## src/rtl/idx_pkg.sv

```systemverilog
// Shared opcodes, default sizes and channel numbering for the loop-index counter bank.
package idx_pkg;

  localparam logic [2:0] IDX_OP_NOP   = 3'd0;
  localparam logic [2:0] IDX_OP_WRITE = 3'd1;
  localparam logic [2:0] IDX_OP_INC   = 3'd2;
  localparam logic [2:0] IDX_OP_RESET = 3'd3;
  localparam logic [2:0] IDX_OP_LIMIT = 3'd4;
  localparam logic [2:0] IDX_OP_STEP  = 3'd5;
  localparam logic [2:0] IDX_OP_CLEAR = 3'd6;
  localparam logic [2:0] IDX_OP_RSVD  = 3'd7;

  localparam int IDX_W = 8;
  localparam int IDX_N = 3;

  localparam int IDX_CURR = 0;
  localparam int IDX_COL  = 1;
  localparam int IDX_ROW  = 2;

endpackage

```

## src/rtl/idx_channel.sv

```systemverilog
// One loop-index channel: index and limit registers, limit compare and wrap pulse.
module idx_channel #(
  parameter int W = 8
) (
  input  logic         clk,
  input  logic         rst_n,
  input  logic         wr_idx,
  input  logic         wr_lim,
  input  logic         clr,
  input  logic         inc,
  input  logic [W-1:0] data,
  output logic [W-1:0] idx,
  output logic         at_lim,
  output logic         wrap
);

  logic [W-1:0] idx_q;
  logic [W-1:0] lim_q;

  // >= so an index written past its limit wraps on the next increment
  assign at_lim = (idx_q >= lim_q);
  assign idx    = idx_q;

  always_ff @(posedge clk or negedge rst_n) begin
    if (!rst_n) begin
      idx_q <= '0;
      lim_q <= '1;
      wrap  <= 1'b0;
    end else begin
      wrap <= inc & at_lim;
      if (clr) begin
        idx_q <= '0;
      end else if (wr_idx) begin
        idx_q <= data;
      end else if (inc) begin
        idx_q <= at_lim ? '0 : idx_q + W'(1);
      end
      if (wr_lim) begin
        lim_q <= data;
      end
    end
  end

endmodule

```

## src/rtl/idx_counter_bank.sv

```systemverilog
// Bank of N loop-index channels with odometer-style STEP and read-back mux.
// The STEP opcode and done flag are built only when IDX_STEP_EN is defined.
module idx_counter_bank
  import idx_pkg::*;
#(
  parameter  int W     = IDX_W,
  parameter  int N     = IDX_N,
  localparam int SEL_W = (N > 1) ? $clog2(N) : 1
) (
  input  logic             clk,
  input  logic             rst_n,
  input  logic             op_valid,
  input  logic [2:0]       op_code,
  input  logic [SEL_W-1:0] op_sel,
  input  logic [W-1:0]     op_data,
  input  logic [SEL_W-1:0] rd_sel,
  output logic [W-1:0]     rd_data,
  output logic [N*W-1:0]   idx_flat,
  output logic [N-1:0]     wrap,
  output logic             done,
  output logic             err
);

  localparam logic [SEL_W:0] N_EXT = (SEL_W+1)'(N);

  logic         sel_ok;
  logic         chan_op;
  logic         step_op;
  logic         clear_op;
  logic         illegal;
  logic [N:0]   carry;
  logic [N-1:0] at_lim;
  logic [N-1:0] wr_idx;
  logic [N-1:0] wr_lim;
  logic [N-1:0] clr;
  logic [N-1:0] inc;
  logic [W-1:0] idx_arr [N];
  logic         done_q;
  logic         err_q;

  assign sel_ok   = ({1'b0, op_sel} < N_EXT);
  assign chan_op  = (op_code == IDX_OP_WRITE) || (op_code == IDX_OP_INC) ||
                    (op_code == IDX_OP_RESET) || (op_code == IDX_OP_LIMIT);
  assign clear_op = op_valid && (op_code == IDX_OP_CLEAR);

`ifdef IDX_STEP_EN
  assign step_op = op_valid && (op_code == IDX_OP_STEP);
  assign illegal = op_valid && ((op_code == IDX_OP_RSVD) || (chan_op && !sel_ok));
`else
  assign step_op = 1'b0;
  assign illegal = op_valid && ((op_code == IDX_OP_RSVD) || (op_code == IDX_OP_STEP) ||
                                (chan_op && !sel_ok));
`endif

  // Carry into channel i: every lower channel sits at or above its limit
  assign carry[0] = 1'b1;

  for (genvar i = 0; i < N; i++) begin : g_chan
    logic hit;
    assign hit         = op_valid && (op_sel == SEL_W'(i));
    assign wr_idx[i]   = hit && (op_code == IDX_OP_WRITE);
    assign wr_lim[i]   = hit && (op_code == IDX_OP_LIMIT);
    assign clr[i]      = (hit && (op_code == IDX_OP_RESET)) || clear_op;
    assign inc[i]      = (hit && (op_code == IDX_OP_INC)) || (step_op && carry[i]);
    assign carry[i+1]  = carry[i] & at_lim[i];
    assign idx_flat[i*W +: W] = idx_arr[i];

    idx_channel #(.W(W)) u_chan (
      .clk    (clk),
      .rst_n  (rst_n),
      .wr_idx (wr_idx[i]),
      .wr_lim (wr_lim[i]),
      .clr    (clr[i]),
      .inc    (inc[i]),
      .data   (op_data),
      .idx    (idx_arr[i]),
      .at_lim (at_lim[i]),
      .wrap   (wrap[i])
    );
  end

  always_ff @(posedge clk or negedge rst_n) begin
    if (!rst_n) begin
      done_q <= 1'b0;
      err_q  <= 1'b0;
    end else begin
      err_q <= illegal;
      if (clear_op) begin
        done_q <= 1'b0;
      end else if (step_op && carry[N]) begin
        done_q <= 1'b1;
      end
    end
  end

  assign done = done_q;
  assign err  = err_q;

  always_comb begin
    rd_data = '0;
    for (int i = 0; i < N; i++) begin
      if ({1'b0, rd_sel} == (SEL_W+1)'(i)) begin
        rd_data = idx_arr[i];
      end
    end
  end

endmodule

```

## config.mk

```make
export PLATFORM = sky130hd
export DESIGN_NAME = idx_counter_bank
export DESIGN_NICKNAME = d
export VERILOG_FILES = /design/src/rtl/idx_pkg.sv /design/src/rtl/idx_channel.sv /design/src/rtl/idx_counter_bank.sv
export SDC_FILE = /design/constraint.sdc
export NUM_CORES = 1
export LEC_CHECK = 0
export ABC_AREA = 1
export BUFFER_PORTS_ARGS = -buffer_cell sky130_fd_sc_hd__buf_2
export CORE_AREA = 3 3 131 70
export DETAILED_ROUTE_END_ITERATION = 10
export DIE_AREA = 0 0 134 73
export GPL_TIMING_DRIVEN = 0
export PLACE_DENSITY_LB_ADDON = 0.08
export SKIP_LAST_GASP = 1
export SYNTH_ARGS = -nofsm -noshare
export SYNTH_HDL_FRONTEND = slang
export SYNTH_SLANG_ARGS = --single-unit
```

## constraint.sdc

```tcl
create_clock -name clk -period 2.25 [get_ports clk]
set_input_delay 0 -clock clk [delete_from_list [all_inputs] [get_ports clk]]
set_output_delay 0 -clock clk [all_outputs]
set_load 0.05 [all_outputs]
```

# ---- After elaboration in Yosys (flattened, before gate mapping)
# Index checks and enable logic that the tools add are counted.
# Widths: inputs -> output; s select.
dict set report totals {
  output_inout_bits 37
  mem_bits_ro 0
  mem_count 0
  mem_bits_rw 0
  latch_bits 0
  ff_bits 52
  word_cells 78
}
dict set report classes {
  bitwise_logic 3
  magnitude_cmp 4
  reduce_logical 32
  n_eq_ne 11
  shifts 0
  div 0
  mul 0
  addsub 3
  n_mux 15
}
# op n
set ops {}
lappend ops {{$mux 8} 15}
lappend ops {{$add 8x1->8 const B} 3}
lappend ops {{$ge 8x8->1} 3}
lappend ops {{$logic_and 1x1->1} 18}
lappend ops {{$eq 3x3->1 const B} 4}
lappend ops {{$reduce_bool 3->1} 3}
lappend ops {{$logic_or 1x1->1} 8}
lappend ops {{$eq 3x2->1 const B} 2}
lappend ops {{$eq 2x1->1 const B} 2}
lappend ops {{$eq 2x2->1 const B} 2}
lappend ops {{$logic_not 2->1} 2}
lappend ops {{$and 1x1->1} 3}
lappend ops {{$eq 3x1->1 const B} 1}
lappend ops {{$lt 2x2->1 const B} 1}
lappend ops {{$logic_not 1->1} 1}

# ---- Logic depth before layout (Yosys ltp)
# Gate-level depths: netlist of the first run.
dict set report logic_depth {
  word_depth 7
  mapped_depth 12
}

# ---- Hierarchy
# From an unflattened synthesis of the first run, not the netlist that was laid out.
dict set report hier_totals {
  hier_cells 519
  area_unflattened_um2 3681.0
}
# module seq_area_each_um2 area_each_um2 n_inst cells_each
set by_module_without_submodules {}
lappend by_module_without_submodules {idx_channel 435.4 1113.6 3 149}
lappend by_module_without_submodules {idx_counter_bank 25.0 340.3 1 72}

# ---- Worst setup path before layout of the first run
# No wires, ideal clock.
dict set report synth_timing {
  path_type {reg2reg}
  startpoint {reg g_chan[2].u_chan.idx_q[5]}
  endpoint {reg g_chan[2].u_chan.idx_q[0]}
  setup_time_ns 0.066
  required_ns 2.184
  n_path_buf 0
  path_stages_with_launch 9
  t_arrival_ns 1.866
  synth_period_minus_slack_ns 1.932
  slack_ns 0.318
  cell_sequence {dfrtp_1 > ha_1 > a21oi_1 > nor2_1 > nor2_1 > nand2_1 > o21ai_0 > nand2_1 > nand2_1}
}
dict set report synth_between {
  elab_chain_cells 5
}
# element line
set synth_rtl {}
lappend synth_rtl {{start: declaration} idx_channel.sv:17} ;# logic [W-1:0] idx_q;
lappend synth_rtl {{start signal: assignment} idx_channel.sv:34} ;# idx_q <= data;
lappend synth_rtl {{start signal: assignment} idx_channel.sv:36} ;# idx_q <= at_lim ? '0 : idx_q + W'(1);
lappend synth_rtl {{$ge 8x8->1} idx_channel.sv:21} ;# assign at_lim = (idx_q >= lim_q);
lappend synth_rtl {{$mux 8} idx_channel.sv:36}
lappend synth_rtl {{$mux 8} idx_channel.sv:35} ;# end else if (inc) begin
lappend synth_rtl {{$mux 8} idx_channel.sv:33} ;# end else if (wr_idx) begin
lappend synth_rtl {{$mux 8} idx_channel.sv:31} ;# if (clr) begin
# No other way between the ends. The select of a mux whose other input is x is not followed.
# A chain may end at the register's enable or synchronous reset.

# ---- Worst setup path after layout of the first run
# Same ends and word-level chain as after synthesis.

==> flow_summary.toml, run 1 <==
[timing]
fin_crit_sh_pct = 88.5
fmax_mhz = 502
fin_hold_ws_ns = 0.0105
post-route-min-period_ns = 1.99
fin_skew_ns = 0.0104
tns_ns = 0
grt_setup_unrepaired = "false"
hold_violations = 0
maxSlewViolCount = 0
tightest_slew_ns = 1.22
final-setup-viol-count = 0
max-slew-margin-rel_pct = 18.8

[finish]
final_util_pct = 53.6
area_growth_pct = 15.6
nNetsFinal = 641
drive_above_1_share_pct = 18.3
num_antenna_cells = 0

[worst_hold_path]
hp-class = "input pin to register"
hold_path.startpoint = "op_code[2]"
min_path_cells = 3

[worst_setup_path]
critPathBufInv = 0
critical-path-max-stage-delay_ns = 0.50
critPathMaxFanout = 9
crit_top_cell = "nand2_1"
crit_cells = 8
startpoint = "g_chan[2].u_chan.idx[5]"
cp_slowest_cell = "dfrtp_1"
r2r-start = "g_chan[2].u_chan.idx[5]"
crit_type = "register to register"
cp-end-kind = "register"
path_delay_family = "simple AND/OR/NAND/NOR gates"
crit_chain = "ha_1 -> a21oi_1 -> nor2_1 -> nor2_1 -> nand2_1 -> o21ai_0 -> nand2_1 -> nand2_1"
cp.arrival_ns = 2.23
cp_data_required_time_ns = 2.49
setup.worst_path.start_class = "register"
reg2regPathDepth = 8

[synthesis]
synth_area_mm2 = 0.00370
syn_avg_cell_area_um2 = 6.92
yosys_warnings = 0
seq_area_frac_synth_pct = 36.0
synth_cell_type_count = 28
ys_ff_latch = 52
syn-num-nets = 579
syn-instance-count = 534

[grt]
grt_overflow = 0
antenna_found_initial = 0
grt_pass1_wl_mm = 16.3
grt_max_degree = 53
grt.total_usage_pct = 21.5
grt_pass1_vias = 3079

[clocking]
cts-resized-gates = 0
numCtsBuffers = 5
root_buffer = "clkbuf_16"
postCtsHoldBufs = 2
cts.clk_slew.worst_paths_ns = 0.08
clk_path_buf_depth = 2
htree_levels = 2
clk_latency_ns = 0.30
cts_tree = "done"
postCtsSetupRepairBufs = 0
clock-sinks = 52

[routing]
ant_nets = 0
drc_errors = 0
drt_wl_total_mm = 10.3
wire_per_inst_um = 14.5
drt-vias-per-instance = 4.89
via_count = 3465
drtIter0Drc = 241
drt_first_pass_iters = 5

[run]
maxCapViolations = 0

[floorplanning]
die_h_um = 73
ios = 55
rows = 23
initial_core_util_pct = 46.4
core_area_mm2 = 0.00797
die_width_um = 134
die_area_mm2 = 0.00978

[power_and_ir_drop]
p_per_area_mw_per_mm2 = 642
power_mw = 2.74
ir_drop_uv = 327
power.leakage_nw = 2.43

[placement]
portBuffers = 53
dp_hpwl_mm = 7.78
place.gp.congestion = 0.874

[outcome]
outcome = "finished, final reports clean"
==> power breakdown <==
group          switching, mW  total, mW  leakage [nW]  internal (mW)
Clock                  0.391      0.815        0.0748          0.424
Sequential            0.0987       1.19         0.637           1.10
Combinational          0.500      0.732          1.72          0.232
==> through the flow <==
step           instances  worst slack [ns]  area, um2
2_1_floorplan        534             0.318       3700
3_3_place_gp         699             0.353       4100
3_5_place_dp         699             0.307       4100
4_1_cts              709             0.288       4270
5_1_grt              709            0.0422       4270
6_report             709             0.259       4270
==> per-layer routing <==
| layer | GRT usage, % | routed length [um] |
|---|---|---|
| met1 | 32.3 | 5220 |
| met2 | 33.1 | 4380 |
| met3 | 3.79 | 644 |
| met4 | 2.74 | 29 |
| met5 | 0 | 0 |
==> logic make-up (layout without fill, tap and decap cells) <==
group / Yosys count / after routing / synth area share (%)
flops: 52 / 52 / 36.0
other cells: 1 / 1 / 0.101
xor+xnor: 11 / 11 / 2.61
simple gates: 284 / 284 / 32.3
buf+inv: 89 / 152 / 9.88
compound gates: 70 / 70 / 9.95
fa+ha+maj: 27 / 27 / 9.14
==> tightest hold or removal path: stages <==
cell and delay [ns]:
buf_2 0.14, nand2_1 0.07, a21oi_1 0.06
==> final cells by class <==
| type | instances | area (um2) |
|---|---|---|
| inverters | 77 | 289 |
| clock buffers | 5 | 125 |
| fillers | 817 | 3700 |
| multi-input cells | 393 | 2000 |
| repair buffers | 55 | 285 |
| well taps | 112 | 140 |
| flip-flops and latches | 52 | 1330 |
| plain buffers | 12 | 76.3 |
| clock inverters | 3 | 26.3 |
==> registers in the layout, indices dropped and copies added (netlist names) <==
signal               flops
g_chan.u_chan.lim_q     24
err                      1
g_chan.u_chan.wrap       3
g_chan.u_chan.idx       24
==> final timing paths <==
kind	end	slack, ns
worst max-delay path	g_chan[2].u_chan.idx[0]	0.26
worst min-delay path	err	0.01
worst max register to register	g_chan[2].u_chan.idx[0]	0.26
worst min register to register	g_chan[2].u_chan.lim_q[7]	0.49
max in group asynchronous	g_chan[1].u_chan.idx[3]	1.00
min in group asynchronous	g_chan[0].u_chan.idx[5]	0.50
==> cell usage in the layout, fill, tap and decap left out, types with 6 or more instances in the layout <==
cell type,synthesis,layout
nand3_1,34,34
o21ai_0,53,53
dfrtp_1,28,28
nand2_1,200,200
a21oi_1,8,8
nor2_1,29,29
inv_1,75,75
xor2_1,6,6
nand4_1,7,7
ha_1,27,27
buf_2,4,57
dfstp_2,24,24
==> cells in the mapped netlist (all sizes together) <==
library cell / n / area, um2
nor2: 32 / 128
a21oi: 8 / 40.0
nand3: 34 / 170
a21o: 3 / 22.5
o21bai: 3 / 22.5
o21ai: 55 / 275
xnor2: 5 / 43.8
clkbuf: 2 / 7.51
dfrtp: 28 / 701
xor2: 6 / 52.6
buf: 10 / 68.8
dfstp: 24 / 631
nor3: 5 / 63.8
nand4: 7 / 43.8
inv: 77 / 289
ha: 27 / 338
nand3b: 1 / 7.51
conb: 1 / 3.75
nand2: 205 / 782
o211ai: 1 / 7.51
(Power assumes the default switching activity.)
==> run 2, diff against run 1 <==
--- a/config.mk
+++ b/config.mk
@@ -5,11 +5,10 @@
 export SDC_FILE = /design/constraint.sdc
 export NUM_CORES = 1
 export LEC_CHECK = 0
-export ABC_AREA = 1
 export BUFFER_PORTS_ARGS = -buffer_cell sky130_fd_sc_hd__buf_2
-export CORE_AREA = 3 3 131 70
+export CORE_AREA = 3 3 126 67
 export DETAILED_ROUTE_END_ITERATION = 10
-export DIE_AREA = 0 0 134 73
+export DIE_AREA = 0 0 129 70
 export GPL_TIMING_DRIVEN = 0
 export PLACE_DENSITY_LB_ADDON = 0.08
 export SKIP_LAST_GASP = 1
==> flow_summary.toml, run 2 <==
[finish]
fillers = 669
num_antenna_cells = 0
final_cell_mix = "53 x buf_2, 32 x o21ai_0, 28 x inv_1, 27 x ha_1, 25 x dfrtp_1"
nNetsFinal = 440
final_common_cell = "buf_2"
area_growth_pct = 17.1
drive_above_1_share_pct = 33.1

[floorplanning]
ios = 55
rows = 22
die_h_um = 70
initial_core_util_pct = 46.2
die_area_mm2 = 0.00903
core_area_mm2 = 0.00732
die_width_um = 129

[synthesis]
syn-num-nets = 379
seq_area_frac_synth_pct = 39.3
synth_cell_type_count = 50
yosys_warnings = 0
netlist.top_cell.by_area = "dfrtp_1"
syn_avg_cell_area_um2 = 10.1
synth_area_leaders = "dfrtp_1 21%, dfstp_2 19%, ha_1 10%"
synthTopCellsByCount = "32 x o21ai_0, 28 x dfrtp_1, 28 x inv_1"
synth_area_mm2 = 0.00338
syn-instance-count = 334
synth_top_area_share_pct = 20.7
async_flop_share_pct = 100
synthFlopType = "dfrtp_1"
synth_edf_count = 0
ys_ff_latch = 52
yosysMostFrequentCell = "o21ai_0"

[clocking]
clock-sinks = 52
cts_tree = "done"
clk_path_buf_depth = 2
root_buffer = "clkbuf_16"
clk_latency_ns = 0.29
numCtsBuffers = 5
cts.clk_slew.worst_paths_ns = 0.07
htree_levels = 2

[power_and_ir_drop]
ir_drop_uv = 330
p_per_area_mw_per_mm2 = 740
power.leakage_nw = 1.85

[routing]
ant_nets = 0
wire_per_inst_um = 17.6
drt-vias-per-instance = 5.58
drtIter0Drc = 136
drt_first_pass_iters = 4
drt_wl_total_mm = 8.67
via_count = 2743
drc_errors = 0

[timing]
hold_violations = 0
tns_ns = 0
final-setup-viol-count = 0
post-route-min-period_ns = 2.15
fmax_mhz = 465
max-slew-margin-rel_pct = 19.6
fin_hold_ws_ns = 0.0115
fin_crit_sh_pct = 95.6
grt_setup_unrepaired = "false"
tightest_slew_ns = 1.21
maxSlewViolCount = 0
fin_skew_ns = 0.00514

[worst_setup_path]
crit_type = "register to register"
setup.worst_path.start_class = "register"
critPathMaxFanout = 10
cp.arrival_ns = 2.37
cp_data_required_time_ns = 2.47
cp-end-kind = "register"

[placement]
place.gp.congestion = 0.859
dp_hpwl_mm = 6.52
portBuffers = 52

[grt]
antenna_found_initial = 0
grt_overflow = 0
grt_pass1_vias = 2692
grt_max_degree = 53
grt.total_usage_pct = 19.8
grt_pass1_wl_mm = 13.8

[worst_hold_path]
hp-class = "input pin to register"

[outcome]
outcome = "finished, final reports clean"

[run]
maxCapViolations = 0
## run 2: cell count changes after synthesis, sizes merged, moves of 6 or more
cell	before	now
mux2	0	24
nor2	32	12
mux2i	0	8
o21ai	55	34
a22oi	0	14
nand2	205	24
inv	77	28
nand2b	0	6
and3	0	9
nand3	34	8
## run 2: final timing paths
check / cells past startpoint / slack, ns / from / to
hold / removal: 2 / 0.01 / op_valid / err
setup reg to reg: 8 / 0.1 / g_chan[2].u_chan.lim_q[6] / g_chan[2].u_chan.idx[6]
max in group asynchronous: 2 / 0.93 / rst_n / g_chan[0].u_chan.idx[2]
hold reg to reg: 1 / 0.61 / g_chan[2].u_chan.idx[0] / g_chan[2].u_chan.idx[0]
min in group asynchronous: 2 / 0.50 / rst_n / g_chan[1].u_chan.idx[2]
setup / recovery: 8 / 0.1 / g_chan[2].u_chan.lim_q[6] / g_chan[2].u_chan.idx[6]
## run 2: cell families after synthesis
group | after synthesis | share of synthesized area [%]
other | 1 | 0.111
AOI/OAI and AO/OA | 89 | 18.8
xor gates and xnor gates | 9 | 2.33
muxes | 32 | 10.4
DFF | 52 | 39.3
buffers and inverters | 38 | 5.14
adders and majority gates | 27 | 9.99
and+or+nand+nor | 86 | 13.9
## run 2: timing repair
| item | CTS | global route |
|---|---|---|
| gates resized for setup | 0 | 5 |
| setup buffers | 0 | 1 |
| pin swaps | 1 | 2 |
| endpoints found under the setup margin | 2 | 12 |
| hold buffers | 1 | 0 |
| hold endpoints to repair | 8 | 0 |
## run 2: area by class of cell
cell class | instances | area, um2 | share of cell area, %
timing repair buffer | 54 | 278 | 7.01
buffer | 10 | 68.8 | 1.74
clock inverter | 2 | 35.0 | 0.884
tap | 96 | 120 | 3.03
inverter | 28 | 105 | 2.65
sequential | 52 | 1340 | 33.7
clock buffer | 6 | 129 | 3.25
multi-input combinational | 244 | 1890 | 47.7
## run 2: stage by stage
step	area, um2	util [%]	total power, mW	cells	setup WS, ns
6_report	3960	54.1	2.93	492	0.0981
3_5_place_dp	3760	51.4	2.06	482	0.0193
5_1_grt	3960	54.1	3.11	492	0.00974
3_3_place_gp	3760	51.4	2.03	482	0.0798
4_1_cts	3940	53.8	2.94	491	0.0214
2_1_floorplan	3380	-	1.82	334	0.0143
## run 2: worst max-delay path, cell delays in order, from the launching register on
cell and delay [ns]:
dfstp_2 0.53, inv_1 0.04, ha_1 0.28, a21o_1 0.22
a2111oi_4 0.35, o31ai_2 0.15, buf_6 0.17, o2111a_1 0.25
a21oi_2 0.09
## run 2: where the power goes
group / total, mW / internal, mW / switching (mW) / leakage [nW]
Sequential: 1.24 / 1.12 / 0.119 / 0.630
Combinational: 0.825 / 0.315 / 0.511 / 1.14
Clock: 0.871 / 0.524 / 0.347 / 0.0808
## run 2: layer usage
| layer | share of wire, % | vias up | GRT usage (%) |
|---|---|---|---|
| met1 | 47 | 1329 | 27.6 |
| li1 | - | 1340 | - |
| met3 | 6.0 | 7 | 3.97 |
| met5 | 0 | - | 0 |
| met2 | 46 | 67 | 31.5 |
| met4 | 0.90 | 0 | 4.66 |
